===== src/rtl/dsp_sop_pkg.sv =====
// Shared constants and FSM state type for the SOP result drain.
// The SUM state exists only when DSP_DRAIN_SUM_EN is defined.
package dsp_sop_pkg;

    localparam int LANES_DEF  = 8;
    localparam int LANE_W_DEF = 37;
    localparam int LANE_IDX_W = 4;

`ifdef DSP_DRAIN_SUM_EN
    typedef enum logic [1:0] {
        IDLE  = 2'd0,
        DRAIN = 2'd1,
        SUM   = 2'd2
    } state_t;
`else
    typedef enum logic [1:0] {
        IDLE  = 2'd0,
        DRAIN = 2'd1
    } state_t;
`endif

endpackage


===== src/rtl/dsp_sop_lane_sum.sv =====
// Combinational adder tree summing LANES lanes of LANE_W bits, modulo 2^LANE_W.
// Leaves are padded with zeros up to the next power of two.
module dsp_sop_lane_sum #(
    parameter int LANES  = 8,
    parameter int LANE_W = 37
) (
    input  logic [LANES*LANE_W-1:0] data_i,
    output logic [LANE_W-1:0]       sum_o
);

    localparam int P = 1 << $clog2(LANES);

    // Heap layout: node[1] is the root, node[P..2P-1] are the leaves.
    logic [LANE_W-1:0] node [2*P];

    always_comb begin
        for (int i = 0; i < 2*P; i++) begin
            node[i] = '0;
        end
        for (int i = 0; i < LANES; i++) begin
            node[P+i] = data_i[i*LANE_W +: LANE_W];
        end
        for (int i = P-1; i >= 1; i--) begin
            node[i] = node[2*i] + node[2*i+1];
        end
    end

    assign sum_o = node[1];

endmodule


===== src/rtl/dsp_sop_result_drain.sv =====
// Serialises a packed vector of SOP results into one lane per beat.
// Optional feature macro DSP_DRAIN_SUM_EN appends a beat carrying the lane sum.
//
// state | meaning
// IDLE  | waiting for a vector, in_ready=1
// DRAIN | emitting held lane[cnt_q]
// SUM   | emitting registered lane sum (DSP_DRAIN_SUM_EN only)
module dsp_sop_result_drain
    import dsp_sop_pkg::*;
#(
    parameter int LANES  = LANES_DEF,
    parameter int LANE_W = LANE_W_DEF
) (
    input  logic                    clk,
    input  logic                    reset,
    input  logic                    in_valid,
    input  logic [LANES*LANE_W-1:0] in_data,
    output logic                    in_ready,
    output logic                    out_valid,
    output logic [LANE_W-1:0]       out_data,
    output logic [3:0]              out_lane,
    output logic                    out_last,
    input  logic                    out_ready
);

    state_t                    state_q, state_d;
    logic [LANE_IDX_W-1:0]     cnt_q, cnt_d;
    logic [LANES*LANE_W-1:0]   hold_q;
    logic                      load;
    logic                      last_lane;

    assign last_lane = (cnt_q == LANE_IDX_W'(LANES-1));

    always_ff @(posedge clk or posedge reset) begin
        if (reset) begin
            state_q <= IDLE;
            cnt_q   <= '0;
            hold_q  <= '0;
        end else begin
            state_q <= state_d;
            cnt_q   <= cnt_d;
            if (load) begin
                hold_q <= in_data;
            end
        end
    end

`ifdef DSP_DRAIN_SUM_EN
    logic [LANE_W-1:0] sum_d, sum_q;

    dsp_sop_lane_sum #(
        .LANES  (LANES),
        .LANE_W (LANE_W)
    ) u_lane_sum (
        .data_i (in_data),
        .sum_o  (sum_d)
    );

    always_ff @(posedge clk or posedge reset) begin
        if (reset) begin
            sum_q <= '0;
        end else if (load) begin
            sum_q <= sum_d;
        end
    end
`endif

    always_comb begin
        state_d   = state_q;
        cnt_d     = cnt_q;
        load      = 1'b0;
        in_ready  = 1'b0;
        out_valid = 1'b0;
        out_data  = '0;
        out_lane  = '0;
        out_last  = 1'b0;
        case (state_q)
            IDLE: begin
                in_ready = 1'b1;
                if (in_valid) begin
                    load    = 1'b1;
                    cnt_d   = '0;
                    state_d = DRAIN;
                end
            end
            DRAIN: begin
                out_valid = 1'b1;
                out_data  = hold_q[int'(cnt_q)*LANE_W +: LANE_W];
                out_lane  = cnt_q;
`ifdef DSP_DRAIN_SUM_EN
                if (out_ready) begin
                    cnt_d = cnt_q + LANE_IDX_W'(1);
                    if (last_lane) begin
                        state_d = SUM;
                    end
                end
`else
                out_last = last_lane;
                if (out_ready) begin
                    cnt_d = cnt_q + LANE_IDX_W'(1);
                    // Final beat: accept the next vector in the same cycle.
                    if (last_lane) begin
                        in_ready = 1'b1;
                        state_d  = IDLE;
                        if (in_valid) begin
                            load    = 1'b1;
                            cnt_d   = '0;
                            state_d = DRAIN;
                        end
                    end
                end
`endif
            end
`ifdef DSP_DRAIN_SUM_EN
            SUM: begin
                out_valid = 1'b1;
                out_data  = sum_q;
                out_lane  = 4'(LANES);
                out_last  = 1'b1;
                if (out_ready) begin
                    in_ready = 1'b1;
                    state_d  = IDLE;
                    if (in_valid) begin
                        load    = 1'b1;
                        cnt_d   = '0;
                        state_d = DRAIN;
                    end
                end
            end
`endif
            default: begin
                state_d = IDLE;
            end
        endcase
        // Outputs read as zero for the whole time reset is held.
        if (reset) begin
            load      = 1'b0;
            in_ready  = 1'b0;
            out_valid = 1'b0;
            out_data  = '0;
            out_lane  = '0;
            out_last  = 1'b0;
        end
    end

endmodule


===== config.mk =====
export PLATFORM = sky130hd
export DESIGN_NAME = dsp_sop_result_drain
export DESIGN_NICKNAME = d
export VERILOG_FILES = /design/src/rtl/dsp_sop_pkg.sv /design/src/rtl/dsp_sop_lane_sum.sv /design/src/rtl/dsp_sop_result_drain.sv
export SDC_FILE = /design/constraint.sdc
export NUM_CORES = 1
export LEC_CHECK = 0
export CORE_MARGIN = 2
export CORE_UTILIZATION = 53
export DETAILED_ROUTE_END_ITERATION = 12
export PLACE_DENSITY = 0.95
export SYNTH_ARGS = -nofsm -noshare
export SYNTH_HDL_FRONTEND = slang
export SYNTH_SLANG_ARGS = --single-unit

===== constraint.sdc =====
create_clock -name clk -period 24.3 [get_ports clk]
set_input_delay 4.86 -clock clk [delete_from_list [all_inputs] [get_ports clk]]
set_output_delay 4.86 -clock clk [all_outputs]
set_load 0.1 [all_outputs]

==> metrics.txt, run 1 <==
status finished clean; final antenna-violating net count 0; f_max 0.07585 GHz; DP Wirelength 22.58 mm; Critical Path Max Stage Delay ~1.2 ns; Worst EP arrival 8.32 ns; final net count 1,432; Final setup viols 0; Filler cells 1,574; WHS just under 0.5 ns; CTS resizes 0; CP startpoint kind input pin; Max-Cap Viols 0; Seq/Total Area, Yosys 0.5587; Post-synth EDFFs 0; Final Hold Vio Count 0; first-pass GRT wire length between 50 and 60 mm; mux share of post-synthesis cell area 0.3738; Port Buffer Count 343; Worst EP required about 19 ns; WS Path Type in -> out; warning count from the yosys run 0; Die Area 26,730 um2; clock root cell clkbuf_16; initial DRC count ~590; worst min-delay path category reg -> reg; Clock Latency Late Sink 0.50 ns; clk slew on worst S/H paths about 0.06 ns; # Post-CTS Setup Buffers 0; Post-Syn Area 13,480 um2; Die Wd around 160 um; Die Ht 163.5 um; io pins 344; total wire length 33.98 mm; total global-route track usage 0.2525; share of the synthesized area in the top cell type 0.5587; final setup TNS 0 ns; simple-gate share of the synthesized area 0.01049; Longest Clk Path Bufs 3; syn_nets roughly 1.1k; Cell Rows 58; commonest register cell after synthesis dfrtp_1; largest family of logic cells by synthesized area multiplexers; Worst slew margin 0.2980; Post-Synth Adder-Cell Area 0.0009281; flops & latches, synth between 300 and 400; Yosys top cell by area dfrtp_1; Routed WL per cell 22.95 um; Placer Congestion 0.7899; clk sinks roughly 300; critical path's slowest cell clkdlybuf4s50_1; fraction of final layout cells sized beyond drive strength 1 0.3574; Worst path top cell family by delay buffers and inverters; CP dominant cell by count clkdlybuf4s50_1; starting density of the core 0.5369; H-Tree Depth 2; global route overflow 0; xor/xnor cell area share of the yosys netlist 0; DR vias/cell approximately 5.7; Vias 8,464; Synth area leaders dfrtp_1 (56%), mux2_2 (23%), mux4_2 (12%), a22o_1 (2.4%), mux2_1 (1.8%); power per cell area ~130 nW/um2; Layout Skew 0.01679 ns; fin. max-slew vios 0; CORE AREA 25,110 um2; Synth Instances ~800; crit-path cells clkdlybuf4s50_1 -> nor2b_1 -> and3b_2 -> a22o_1 -> clkdlybuf4s50_1; worst-path fanout max 37; CP bufs+invs 2; Post-synth ARST share 1.000; clock buffer count from CTS 34; CP Capture Type output port; Syn Area/Cell around 17 um2; P&R area growth vs syn 34.75%; Tmin final 13.18 ns; unrepaired setup endpoints after global routing no; initial antenna violation count 2; Tightest Pin Transition 1.053 ns; vias in the first global route 9,418; largest net degree at the start of global routing 177; DRT Pass-1 Iters 4; worst vdd ir 0.09742 mV; final critical-path share of the clock period 0.5426; LEAKAGE 7.620 nW; # hold bufs at CTS 0; Yosys cell types 29; Synth Area in Compound Gates 0.02914; CTS tree done; drt drc 0
[worst paths after layout]
kind,start,end,slack (ns),depth (start not counted)
max,reset,out_data[7],11.12,5
min,hold_q[51],hold_q[51],0.48,1
max reg2reg,cnt_q[0],hold_q[13],20.47,6
min reg2reg,hold_q[51],hold_q[51],0.48,1
max in group asynchronous,reset,hold_q[170],17.44,3
min in group asynchronous,reset,hold_q[1],5.16,2
[placed cells by master (no fill, tap or decap), drive strengths merged, types with 2 or more instances in the layout]
master         instances
mux2i                  4
nand2b                 2
nand2                  2
bufinv                 3
a22o                  37
clkinv                 6
and2                   4
o2bb2ai                2
dfrtp                301
o21ai                  2
mux2                 296
clkbuf                46
mux4                  74
nor2b                  3
inv                    3
clkdlybuf4s50        343
buf                    8
a21oi                  3
[state kept, by name (all words and copies together) (netlist names)]
register,cells
state_q,1
cnt_q,4
hold_q,296
[cell families (layout without fill, tap and decap cells)]
group,after synthesis,after routing
DFF,301,301
buffers and inverters,63,409
muxes,374,374
AOI/OAI and AO/OA,46,46
other,0,1
adders and majority gates,1,1
and+or+nand+nor,19,19
[stage by stage]
step	power, mW	area (um2)	util	std cells	setup WS [ns]
5_1_grt	2.451	18170	0.7235	1481	11.02
6_report	2.342	18170	0.7235	1481	11.12
4_1_cts	2.362	18160	0.7234	1480	11.16
3_3_place_gp	1.802	17070	0.6800	1425	11.39
3_5_place_dp	1.845	17070	0.6800	1425	11.19
2_1_floorplan	1.588	13480	-	804	11.12
[power breakdown]
part	internal (mW)	total (mW)	switching [mW]
Clock	0.310	0.505	0.195
Combinational	0.480	0.941	0.461
Sequential	0.736	0.896	0.160
Total	1.53	2.34	0.816
[worst reg2reg max path, stage by stage (launching register included)]
cell,delay [ns]
dfrtp_4,0.90
ha_1,0.41
nand4b_4,0.16
a211oi_4,0.32
buf_4,0.63
buf_4,0.81
mux2_2,0.46
[metal layers]
| metal | up-vias | GRT usage | share of wire |
|---|---|---|---|
| li1 | 3704 | - | - |
| met1 | 4365 | 0.2956 | 0.38 |
| met2 | 313 | 0.4350 | 0.50 |
| met3 | 80 | 0.07847 | 0.084 |
| met4 | 2 | 0.1005 | 0.037 |
| met5 | - | 0 | 0.00038 |
[layout make-up]
| class | instances | area [um2] | area share |
|---|---|---|---|
| Sequential cell | 301 | 7540 | 0.4150 |
| Multi-Input combinational cell | 440 | 5597 | 0.3081 |
| Timing Repair Buffer | 351 | 3506 | 0.1930 |
| Clock buffer | 46 | 969.7 | 0.05338 |
| Tap cell | 330 | 412.9 | 0.02273 |
| Clock inverter | 9 | 120.1 | 0.006612 |
| Inverter | 3 | 18.77 | 0.001033 |
| Antenna cell | 1 | 2.502 | 0.0001378 |
[synth_stat cells, drive strengths merged (3+ instances only)]
cell type  instances
a21oi              3
and2               4
inv                3
mux4              74
buf               51
nor2b              3
dfrtp            301
mux2i              4
clkbuf             9
mux2             296
a22o              37
Power figures use the tool's default switching activity.
==> run 2: changes to the inputs <==
- CORE_UTILIZATION: 53 -> 49
- PLACE_DENSITY: 0.95 -> 0.91
- clock period: 24.3 -> 12.6 ns (I/O delays scaled with it)
==> run 2 against run 1 <==
  * Combinational power grew 93%
  * Non-clock buffer count grew 1
  * Design area grew 0.45%
  * Utilization shrank 4.6 points
  * Sequential share of layout area shrank 0.18 points
  * Clock power grew 95%
  * Critical path depth is the same
  * Largest cell class unchanged
==> metrics.txt, run 2 (same netlist as run 1, synthesis figures left out) <==
commonest non-fill, non-tap cell in the layout clkdlybuf4s50_1 (unchanged); vias in the first global route 9,595 (was 9,418); Clock Latency Late Sink 0.49 ns (was 0.50 ns); CORE AREA 26,950 um2 (was 25,110 um2); final net count 1,434 (was 1,432); initial DRC count 422 (was 592); CTS resizes 0 (unchanged); starting density of the core 0.5002 (was 0.5369); fin. max-slew vios 0 (unchanged); clk slew on worst S/H paths 0.05 ns (was 0.06 ns); DRT Pass-1 Iters 4 (unchanged); fraction of final layout cells sized beyond drive strength 1 0.3639 (was 0.3574); Filler cells 1,856 (was 1,574); first-pass GRT wire length 51.92 mm (was 51.47 mm); Regs by FF count hold_q: 296 flops, cnt_q: 4 flops, state_q: 1 flops (unchanged); Tmin final 8.434 ns; CP startpoint kind input pin (unchanged); unrepaired setup endpoints after global routing no (unchanged); Cell Rows 60 (was 58); Worst EP required 10.08 ns (was 19.44 ns); Routed WL per cell 22.18 um (was 22.95 um); Worst EP arrival 5.91 ns (was 8.32 ns); worst min-delay path category reg -> reg (unchanged); Largest register FFs 296 (unchanged); Port Buffer Count 343 (unchanged); Longest Clk Path Bufs 3 (unchanged); final critical-path share of the clock period 0.6694; Total Power 4.518 mW (was 2.342 mW); Reg area 7540 um2 (unchanged); # hold bufs at CTS 0 (unchanged); clk sinks 301 (unchanged); final setup TNS 0 ns (unchanged); total global-route track usage 0.2343 (was 0.2525); global route overflow 0 (unchanged); DR vias/cell 5.639 (was 5.715); f_max roughly 0.12 GHz; initial antenna violation count 4 (was 2); Most flops, register hold_q (unchanged); worst vdd ir 0.1472 mV (was 0.09742 mV); commonest non-fill, non-tap cells in the layout clkdlybuf4s50_1 (343), dfrtp_1 (299), mux2_2 (275), mux4_2 (74) (unchanged); Placer Congestion 0.8148 (was 0.7899); P&R area growth vs syn 35.35% (was 34.75%); Final Hold Vio Count 0 (unchanged); Die Area 28,860 um2 (was 26,730 um2); power per cell area 247.6 nW/um2 (was 128.9 nW/um2); status finished clean (unchanged); worst-path fanout max 37 (unchanged); Die Wd 169.9 um (was 163.5 um); io pins 344 (unchanged); largest net degree at the start of global routing 195 (was 177); clock buffer count from CTS 35 (was 34); # Post-CTS Setup Buffers 0 (unchanged); H-Tree Depth 2 (unchanged); DP Wirelength 22.61 mm (was 22.58 mm); Tightest Pin Transition 1.125 ns (was 1.053 ns); Vias 8,476 (was 8,464); Die Ht 169.9 um (was 163.5 um); clock root cell clkbuf_16 (unchanged); total wire length 33.34 mm (was 33.98 mm); drt drc 0 (unchanged); CTS tree done (unchanged); final antenna-violating net count 0 (unchanged); WS Path Type in -> out (unchanged); Layout Skew 0.007532 ns (was 0.01679 ns); Final setup viols 0 (unchanged); Worst slew margin 0.2503 (was 0.2980); Max-Cap Viols 0 (unchanged); Multi-input gate area 5597 um2 (unchanged); LEAKAGE 7.651 nW (was 7.620 nW); CP Capture Type output port (unchanged)
[run 2: metrics by stage]
stage / hold WS (ns) / util / cells / setup slack [ns] / instance area [um2]
finish: 0.4832 / 0.6771 / 1503 / 4.166 / 18250
global route: 0.4960 / 0.6770 / 1502 / 4.035 / 18250
CTS: 0.4868 / 0.6766 / 1498 / 4.183 / 18240
detailed placement: 0.4743 / 0.6343 / 1437 / 4.198 / 17100
global placement: 0.4627 / 0.6343 / 1437 / 4.356 / 17100
floorplan: 0.4532 / - / 804 / 1.762 / 13480
[run 2: layout make-up]
type,instances,share of cell area
Inverter,3,0.001029
Timing Repair Buffer,352,0.1925
Sequential cell,301,0.4132
Clock inverter,11,0.004663
Multi-Input combinational cell,440,0.3067
Clock buffer,50,0.05780
Tap cell,341,0.02338
Antenna cell,5,0.0006857
[run 2: final timing paths]
| path | start | to | slack [ns] | cells after the start |
|---|---|---|---|---|
| min in group asynchronous | reset | hold_q[149] | 2.73 | 2 |
| max in group asynchronous | reset | hold_q[132] | 8.44 | 3 |
| worst min register to register | hold_q[49] | hold_q[49] | 0.48 | 1 |
| worst max register to register | cnt_q[0] | hold_q[270] | 8.93 | 6 |
| worst max-delay path | reset | out_data[4] | 4.17 | 5 |
| worst min-delay path | hold_q[49] | hold_q[49] | 0.48 | 1 |
[run 2: routing by layer]
layer | GRT usage | routed length [um] | vias up
met5 | 0 | 0 | -
met1 | 0.2683 | 12280 | 4357
met2 | 0.4080 | 16970 | 322
met3 | 0.06419 | 2408 | 95
li1 | - | - | 3702
met4 | 0.1137 | 1677 | 0
[run 2: where the power goes]
group          internal, mW  switching (mW)
registers              1.42           0.295
clock network         0.602           0.384
logic                 0.926           0.892
[run 2: worst max-delay path, cell delays in order]
cell             delay (ns)
clkdlybuf4s50_1        0.63
nor2b_1                0.40
and3b_2                0.90
a22o_1                 0.31
clkdlybuf4s50_1        1.14
